$ cat config.mk
export PLATFORM = sky130hd
export DESIGN_NAME = nphy_toggle_dqs_burst_capture
export DESIGN_NICKNAME = d
export VERILOG_FILES = /design/src/rtl/nphy_toggle_pkg.sv /design/src/rtl/nphy_cdc_sync_bit.sv /design/src/rtl/nphy_toggle_dqs_burst_capture.sv
export SDC_FILE = /design/constraint.sdc
export NUM_CORES = 1
export LEC_CHECK = 0
export BUFFER_PORTS_ARGS = -buffer_cell sky130_fd_sc_hd__buf_4
export CORE_MARGIN = 1
export CORE_UTILIZATION = 56
export CTS_BUF_LIST = sky130_fd_sc_hd__clkbuf_2
export DETAILED_ROUTE_END_ITERATION = 16
export PLACE_DENSITY = 0.82
export SYNTH_ARGS = -nofsm -noshare
export SYNTH_HDL_FRONTEND = slang
export SYNTH_HIERARCHICAL = 1
export SYNTH_SLANG_ARGS = --single-unit
$ cat constraint.sdc
create_clock -name wDelayedDQSClock -period 2.44 [get_ports wDelayedDQSClock]
set_input_delay 0.488 -clock wDelayedDQSClock [delete_from_list [all_inputs] [get_ports wDelayedDQSClock]]
set_output_delay 0.488 -clock wDelayedDQSClock [all_outputs]
set_load 0.05 [all_outputs]
$ cat src/rtl/nphy_toggle_pkg.sv
// rtl/nphy_toggle_pkg.sv - shared state type, packing function and defaults for the DQS burst capture
package nphy_toggle_pkg;

  typedef enum logic [1:0] {
    IDLE     = 2'd0,
    PREAMBLE = 2'd1,
    CAPTURE  = 2'd2,
    DONE     = 2'd3
  } burstState_t;

  localparam int DEFAULT_PREAMBLE_CYCLES = 2;

  // FIFO word layout: each byte has its nibbles swapped, rising byte in the upper half
  function automatic logic [15:0] packWord(input logic [7:0] rise, input logic [7:0] fall);
    return {rise[3:0], rise[7:4], fall[3:0], fall[7:4]};
  endfunction

endpackage

$ cat src/rtl/nphy_cdc_sync_bit.sv
// rtl/nphy_cdc_sync_bit.sv - multi-flop level synchronizer into the DQS clock domain
module nphy_cdc_sync_bit #(
  parameter int SYNC_STAGES = 2
) (
  input  logic wDelayedDQSClock,
  input  logic rBufferReset,
  input  logic iAsync,
  output logic oSync
);

  (* ASYNC_REG = "TRUE" *) logic [SYNC_STAGES-1:0] rSync;

  // Shift the asynchronous level through the chain; the last stage is the safe copy
  always_ff @(posedge wDelayedDQSClock or posedge rBufferReset) begin
    if (rBufferReset) rSync <= '0;
    else              rSync <= (rSync << 1) | SYNC_STAGES'(iAsync);
  end

  assign oSync = rSync[SYNC_STAGES-1];

endmodule

$ cat src/rtl/nphy_toggle_dqs_burst_capture.sv
// rtl/nphy_toggle_dqs_burst_capture.sv - DQS-domain burst writer into the input FIFO; NPHY_BURST_CHECKSUM_EN adds oChecksum
module nphy_toggle_dqs_burst_capture
  import nphy_toggle_pkg::*;
#(
  parameter int PREAMBLE_CYCLES = DEFAULT_PREAMBLE_CYCLES,
  parameter int WORD_CNT_W      = 12,
  parameter int SYNC_STAGES     = 2
) (
  input  logic                  wDelayedDQSClock,
  input  logic                  rBufferReset,
  input  logic                  iArm,
  input  logic [WORD_CNT_W-1:0] iBurstWords,
  input  logic [7:0]            iDQAtRising,
  input  logic [7:0]            iDQAtFalling,
  input  logic                  iFifoFull,
  output logic [15:0]           oFifoDin,
  output logic                  oFifoWrEn,
  output logic                  oBusy,
  output logic                  oDone,
  output logic                  oOverflow,
  output logic                  oAborted,
  output logic [WORD_CNT_W-1:0] oWordCount
`ifdef NPHY_BURST_CHECKSUM_EN
  ,
  output logic [15:0]           oChecksum
`endif
);

  localparam int PRE_CNT_W = (PREAMBLE_CYCLES > 1) ? $clog2(PREAMBLE_CYCLES) : 1;
  localparam logic [PRE_CNT_W-1:0] PRE_LAST =
    (PREAMBLE_CYCLES > 0) ? PRE_CNT_W'(PREAMBLE_CYCLES - 1) : '0;

  burstState_t           rState;
  logic [PRE_CNT_W-1:0]  rPreCnt;
  logic                  sArm;
  logic                  rArmQ;
  logic [15:0]           rCapWord;
  logic                  rCapValid;
  logic                  rCapConsumed;
  logic                  wArmRise;
  logic                  wBurstEmpty;
  logic [WORD_CNT_W-1:0] wNextCount;

  nphy_cdc_sync_bit #(
    .SYNC_STAGES(SYNC_STAGES)
  ) uArmSync (
    .wDelayedDQSClock(wDelayedDQSClock),
    .rBufferReset    (rBufferReset),
    .iAsync          (iArm),
    .oSync           (sArm)
  );

  assign wArmRise    = sArm & ~rArmQ;
  assign wBurstEmpty = (iBurstWords == '0);
  assign wNextCount  = oWordCount + WORD_CNT_W'(1);

  // Burst FSM: arm edge detect, preamble skip, per-edge pair capture and status flags
  always_ff @(posedge wDelayedDQSClock or posedge rBufferReset) begin
    if (rBufferReset) begin
      rState       <= IDLE;
      rPreCnt      <= '0;
      rArmQ        <= 1'b0;
      rCapWord     <= '0;
      rCapValid    <= 1'b0;
      rCapConsumed <= 1'b0;
      oBusy        <= 1'b0;
      oDone        <= 1'b0;
      oOverflow    <= 1'b0;
      oAborted     <= 1'b0;
      oWordCount   <= '0;
    end else begin
      rArmQ        <= sArm;
      rCapValid    <= 1'b0;
      rCapConsumed <= 1'b0;
      case (rState)
        IDLE: begin
          if (wArmRise) begin
            oWordCount <= '0;
            oOverflow  <= 1'b0;
            oAborted   <= 1'b0;
            rPreCnt    <= '0;
            if (PREAMBLE_CYCLES != 0) begin
              rState <= PREAMBLE;
              oBusy  <= 1'b1;
            end else if (wBurstEmpty) begin
              rState <= DONE;
              oDone  <= 1'b1;
            end else begin
              rState <= CAPTURE;
              oBusy  <= 1'b1;
            end
          end
        end
        PREAMBLE: begin
          if (!sArm) begin
            rState   <= IDLE;
            oBusy    <= 1'b0;
            oAborted <= 1'b1;
          end else if (rPreCnt == PRE_LAST) begin
            if (wBurstEmpty) begin
              rState <= DONE;
              oBusy  <= 1'b0;
              oDone  <= 1'b1;
            end else begin
              rState <= CAPTURE;
            end
          end else begin
            rPreCnt <= rPreCnt + 1'b1;
          end
        end
        CAPTURE: begin
          if (!sArm) begin
            rState   <= IDLE;
            oBusy    <= 1'b0;
            oAborted <= 1'b1;
          end else begin
            // A full FIFO drops the word but still consumes a slot so the burst length holds
            rCapWord     <= packWord(iDQAtRising, iDQAtFalling);
            rCapConsumed <= 1'b1;
            rCapValid    <= ~iFifoFull;
            if (iFifoFull) oOverflow <= 1'b1;
            oWordCount <= wNextCount;
            if (wNextCount == iBurstWords) begin
              rState <= DONE;
              oBusy  <= 1'b0;
              oDone  <= 1'b1;
            end
          end
        end
        DONE: begin
          if (!sArm) begin
            rState <= IDLE;
            oDone  <= 1'b0;
          end
        end
        default: begin
          rState <= IDLE;
          oBusy  <= 1'b0;
          oDone  <= 1'b0;
        end
      endcase
    end
  end

  // Output stage: one cycle behind capture, so a word captured just before an abort still strobes
  always_ff @(posedge wDelayedDQSClock or posedge rBufferReset) begin
    if (rBufferReset) begin
      oFifoDin  <= '0;
      oFifoWrEn <= 1'b0;
    end else begin
      oFifoWrEn <= rCapValid;
      if (rCapValid) oFifoDin <= rCapWord;
    end
  end

`ifdef NPHY_BURST_CHECKSUM_EN
  // Running XOR of every consumed word, written or dropped, aligned with the write strobe
  always_ff @(posedge wDelayedDQSClock or posedge rBufferReset) begin
    if (rBufferReset)                     oChecksum <= '0;
    else if (rState == IDLE && wArmRise)  oChecksum <= '0;
    else if (rCapConsumed)                oChecksum <= oChecksum ^ rCapWord;
  end
`endif

endmodule
---- Word-level counts from Yosys, hierarchy flattened ----
Cells that the tools add are included.
storage, ports and cells
  logic and storage cells ................. 87
  bits of input ports ..................... 32
  output and inout port bits .............. 33
  register bits after elaboration ......... 56
cells by class
  equal/unequal tests ..................... 16
  add/sub/neg operators ................... 2
  reduce and logical (&&, ||, !) cells .... 15
  bitwise gates (word level) .............. 5
  mux-type cells .......................... 36
operator list
  operator                 count
  $mux W12                 2
  $pmux W12 S2             1
  $mux W1                  21
  $ne A2 B2 Y1 const B     7
  $add A12 B1 Y12 const B  1
  $eq A12 B12 Y1           1
  $logic_not A12 Y1        1
  $mux W2                  6
  $ne A3 B3 Y1 const B     3
  $reduce_and A3 Y1        3
  $pmux W2 S4              1
  $reduce_and A4 Y1        2
  $reduce_and A7 Y1        1
  $pmux W1 S2              3
  $pmux W1 S3              2
  $reduce_bool A2 Y1       3
  $reduce_and A5 Y1        1
  $eq A2 B2 Y1 const B     2
  $ne A2 B1 Y1 const B     2
  $not A1 Y1               3
  $reduce_bool A3 Y1       1
  $eq A2 B1 Y1 const B     1
  $logic_not A2 Y1         1
  $or A2 B1 Y2             1
  4 further kinds          4

---- Longest topological paths before layout ----
  word-level depth ........................ 5
  gate-level depth with buffers ........... 10
  gate-level depth less buffers ........... 8

---- Hierarchy ----
The synthesis kept the hierarchy.
modules (own cells, without submodules)
  module                         cells an instance  sequential area each (sq um)  times used  area an instance (sq um)
  nphy_toggle_dqs_burst_capture  260                1,351.3                       1           2,819.0
  nphy_cdc_sync_bit              3                  50.0                          1           53.8

---- Worst setup path before layout ----
OpenSTA, ideal clock, no wires.
  path kind ............................... reg2reg
  start ................................... reg oWordCount[1]
  end ..................................... reg rState[1]
  setup time .............................. 122 ps
  cell stages (with the launch flop) ...... 11
  path buffers ............................ 2
  clock period less this slack ............ 2,645 ps
  data required time ...................... 2,318 ps
  data arrival time ....................... 2,523 ps
  setup slack ............................. -205 ps
  cell sequence ........................... dfrtp_1 > ha_1 > buf_2 > and4_1 > buf_4 > nand3_1 > a221oi_1 > a31oi_1 > nor4_4 > o211ai_2 > o2bb2ai_1
between the ends
  cells in the longest elaborated chain, start to end .. 4
RTL lines
  element                      line                                  source
  start: declaration           nphy_toggle_dqs_burst_capture.sv:22   output logic [WORD_CNT_W-1:0] oWordCount
  start signal: assignment     nphy_toggle_dqs_burst_capture.sv:122  oWordCount <= wNextCount;
  $add A12 B1 Y12              nphy_toggle_dqs_burst_capture.sv:55   assign wNextCount = oWordCount + WORD_CNT_W'(1);
  $eq A12 B12 Y1               nphy_toggle_dqs_burst_capture.sv:123  if (wNextCount == iBurstWords) begin
  $ne A3 B3 Y1 (no line)       -
  $reduce_and A4 Y1 (no line)  -
  end signal: assignment       nphy_toggle_dqs_burst_capture.sv:60   rState <= IDLE;
  end signal: assignment       nphy_toggle_dqs_burst_capture.sv:124  rState <= DONE;
  end signal: assignment       nphy_toggle_dqs_burst_capture.sv:132  rState <= IDLE;
  end: declaration             nphy_toggle_dqs_burst_capture.sv:33   burstState_t rState;
Every way passes these cells.
A chain may end at the register's enable or synchronous reset.

---- Worst setup path in the final report ----
  start ................................... reg oWordCount[2]
  end ..................................... reg rState[1]
Same word-level chain as after synthesis.

==> impl_metrics.ini <==
[cells_and_area]
drive_gt1_share_pct = 40.65
nNetsFinal = 373
fin_cells = 404
postLayoutCoreUtil_pct = 73.69
diodes = 0
design_area_sq_mm = 0.003550
syn_to_final_growth_pct = 23.56

[timing]
rsz0062_at_grt = false
skew_ns = 0.02118
fin_ws_ns = 0.09748
worst_pin_slew_ns = 0.6816
max_clock_freq_mhz = 426.9
setup_viol = 0
final_hold_viol_count = 0
final-max-slew-violation-count = 0
finalCritPeriodShare_pct = 96.00
finalSetupTns_ns = 0
slew_headroom_pct = 54.56
period_needed_ns = 2.343

[worst_setup_path]
worstReg2RegStart = oWordCount[2]
r2r_slack_ns = 0.1
arrival_ns = 2.73
reg2reg_to = rState[1]
r2r_cells = 7
crit_type = reg2reg
crit_fanout = 11
cp-start-kind = flip-flop
required_ns = 2.83
crit_path_end_kind = flip-flop

[logic_synthesis]
ys_ff_latch = 56
netlist_instances = 263
ys.warnings.count = 6
synth.distinct_cells = 53
syn-mean-instance-area_sq_um = 10.92
yosysTopAreaCellShare_pct = 48.78
synth_ff_type = dfrtp_1
ys_top_cells_by_area = dfrtp_1, mux2_2, a21oi_1
synth_fp_nets = 300
synth_top_area_cell = dfrtp_1
synth_most_common_cell = dfrtp_1
synth_edf_count = 0
ys_seq_area_share_pct = 48.78
synthArstFlopShare_pct = 100.0
synth_commonest_cells = dfrtp_1, mux2_2, nor2_1
syn-cell-area_sq_mm = 0.002873

[place]
dpl.hpwl_um = 4577
dp_cells = 391
placed_area_sq_mm = 0.003447
gp_congestion = 0.8607
dp_slack_ns = 0.08818
numPortBuffers = 64

[route]
drc_errors = 0
via_count = 2306
antenna_left = 0
avgViaCountPerCell = 5.708
wl_per_cell_um = 15.69
initialDrtViolationCount = 223
totalWireLength_um = 6340
drtPass1Iterations = 4

[power]
p_int_w = 0.002048
pwr-share-clk_pct = 9.8
power_density_mw_per_mm2 = 1021
swShare_pct = 43.51
combPwrFrac_pct = 50.4
irDropWorstVdd_mv = 0.8040
leakagePower_nw = 1.619
netSwitchingPower_w = 0.001577
p_seq_share_pct = 39.8

[global_routing]
grt_usage_pct = 25.07
grt_max_degree = 23
grt_overflow = 0
grt_pass1_wl_um = 10240
grt_antenna_before_repair = 0
grt_pass1_vias = 2236

[floorplan]
rows = 25
die_y_um = 73.63
fp.dieArea_sq_mm = 0.005421
dieWidth_um = 73.63
ios = 65
initial_utilization_pct = 59.64
core_area_sq_mm = 0.004817

[min_path]
min_path_cells = 1
worstHoldEndpoint = uArmSync/rSync[0]
min_from = iArm
hp-class = in2reg

[clock_network]
cts_tree = yes
htreeDepth = 2
clk_transition_reported_paths_ns = 0.28
cts_buffers = 5
clockBufferDepth = 2
cts-root-buf = clkbuf_2
clock-sinks = 56
insertion_delay_ns = 0.45

[flow_run]
cap_viol_max_count = 0

[status]
status = complete, no violations
-- state kept, by name (all words and copies together) (netlist names), 2 cells and up --
| signal | flops |
|---|---|
| oWordCount | 12 |
| oFifoDin | 16 |
| rState | 2 |
| uArmSync/rSync | 2 |
| rCapWord | 16 |
-- worst max path at each step --
stage | startpoint | end | slack (ns) | cells past startpoint
global route | oWordCount[2] | rState[1] | 0.02 | 7
CTS | oWordCount[1] | rState[1] | 0.09 | 8
floorplan | oWordCount[0] | rState[1] | 0.02 | 8
detailed placement | oWordCount[1] | rState[1] | 0.09 | 8
finish | oWordCount[2] | rState[1] | 0.1 | 7
global placement | oWordCount[0] | rState[1] | 0.15 | 8
-- power by group through the flow --
stage	registers, W	logic (W)	clock network, W
finish	0.00144	0.00183	0.000355
global route	0.00149	0.00195	0.000407
floorplan	0.00200	0.000727	0
CTS	0.00145	0.00179	0.000378
detailed placement	0.00147	0.00179	0
global placement	0.00146	0.00174	0
-- metal layers --
metal | vias up | track usage, % | part of all wire (%)
met5 | - | 0 | 0
met4 | 0 | 9.188 | 1.3
met3 | 8 | 5.761 | 6.6
met2 | 79 | 41.39 | 49
met1 | 1120 | 32.33 | 43
li1 | 1099 | - | -
-- layout by cell type, fill, tap and decap left out, types with 2 or more instances in the layout --
cell	Yosys	layout
o21a_1	3	3
xor2_1	3	3
nand2_1	11	11
mux2_2	32	32
nand3_1	3	3
a21o_1	2	2
nor2_1	19	19
a31oi_1	6	6
or3_1	4	4
o21ai_0	16	16
dfrtp_2	0	5
o31ai_1	4	4
o41ai_1	3	3
inv_1	10	9
xnor2_1	7	7
a221oi_1	2	2
nor4_1	4	4
buf_4	1	81
nor3b_1	2	2
ha_1	5	4
nor2b_1	5	5
nand4_1	6	6
dfrtp_1	56	51
a21oi_1	16	16
and4_1	2	2
clkbuf_2	0	5
-- worst max-delay path, cell delays in order (launching register included) --
cell and delay (ns):
dfrtp_2 0.56, nand3_2 0.15, o21a_1 0.22, or4b_1 0.50, and3_4 0.17, nor4_4 0.39
o211ai_2 0.14, o2bb2ai_1 0.14
-- logic make-up after synthesis --
family                     count (synthesis)  share of synthesized area (%)
muxes                                     33                          12.89
and+or+nand+nor                           67                          13.46
adders and majority gates                  5                          2.178
xor gates and xnor gates                  10                          3.049
DFF                                       56                          48.78
buffers and inverters                     26                          4.573
AOI/OAI and AO/OA                         66                          15.07
-- layout make-up --
type | instances | area, sq um
Sequential cell | 56 | 1408
Multi-Input combinational cell | 181 | 1360
Fill cell | 374 | 1267
Timing Repair Buffer | 82 | 618.1
Tap cell | 67 | 83.83
Inverter | 10 | 37.54
Clock buffer | 5 | 25.02
Clock inverter | 3 | 17.52
-- metrics by stage --
step | total power (W) | hold WS (ns)
6_report | 0.003625 | 0.1171
3_3_place_gp | 0.003200 | 0.3316
2_1_floorplan | 0.002732 | 0.2292
3_5_place_dp | 0.003255 | 0.3700
5_1_grt | 0.003847 | 0.05363
4_1_cts | 0.003617 | 0.07859
-- timing repair --
action,in CTS,in global routing
endpoints found under the hold margin,11,0
resized for setup,0,3
hold buffers,1,0
endpoints found under the setup margin,0,3
buffers inserted,0,4
Note: power is estimated with default switching activity, not from simulation.
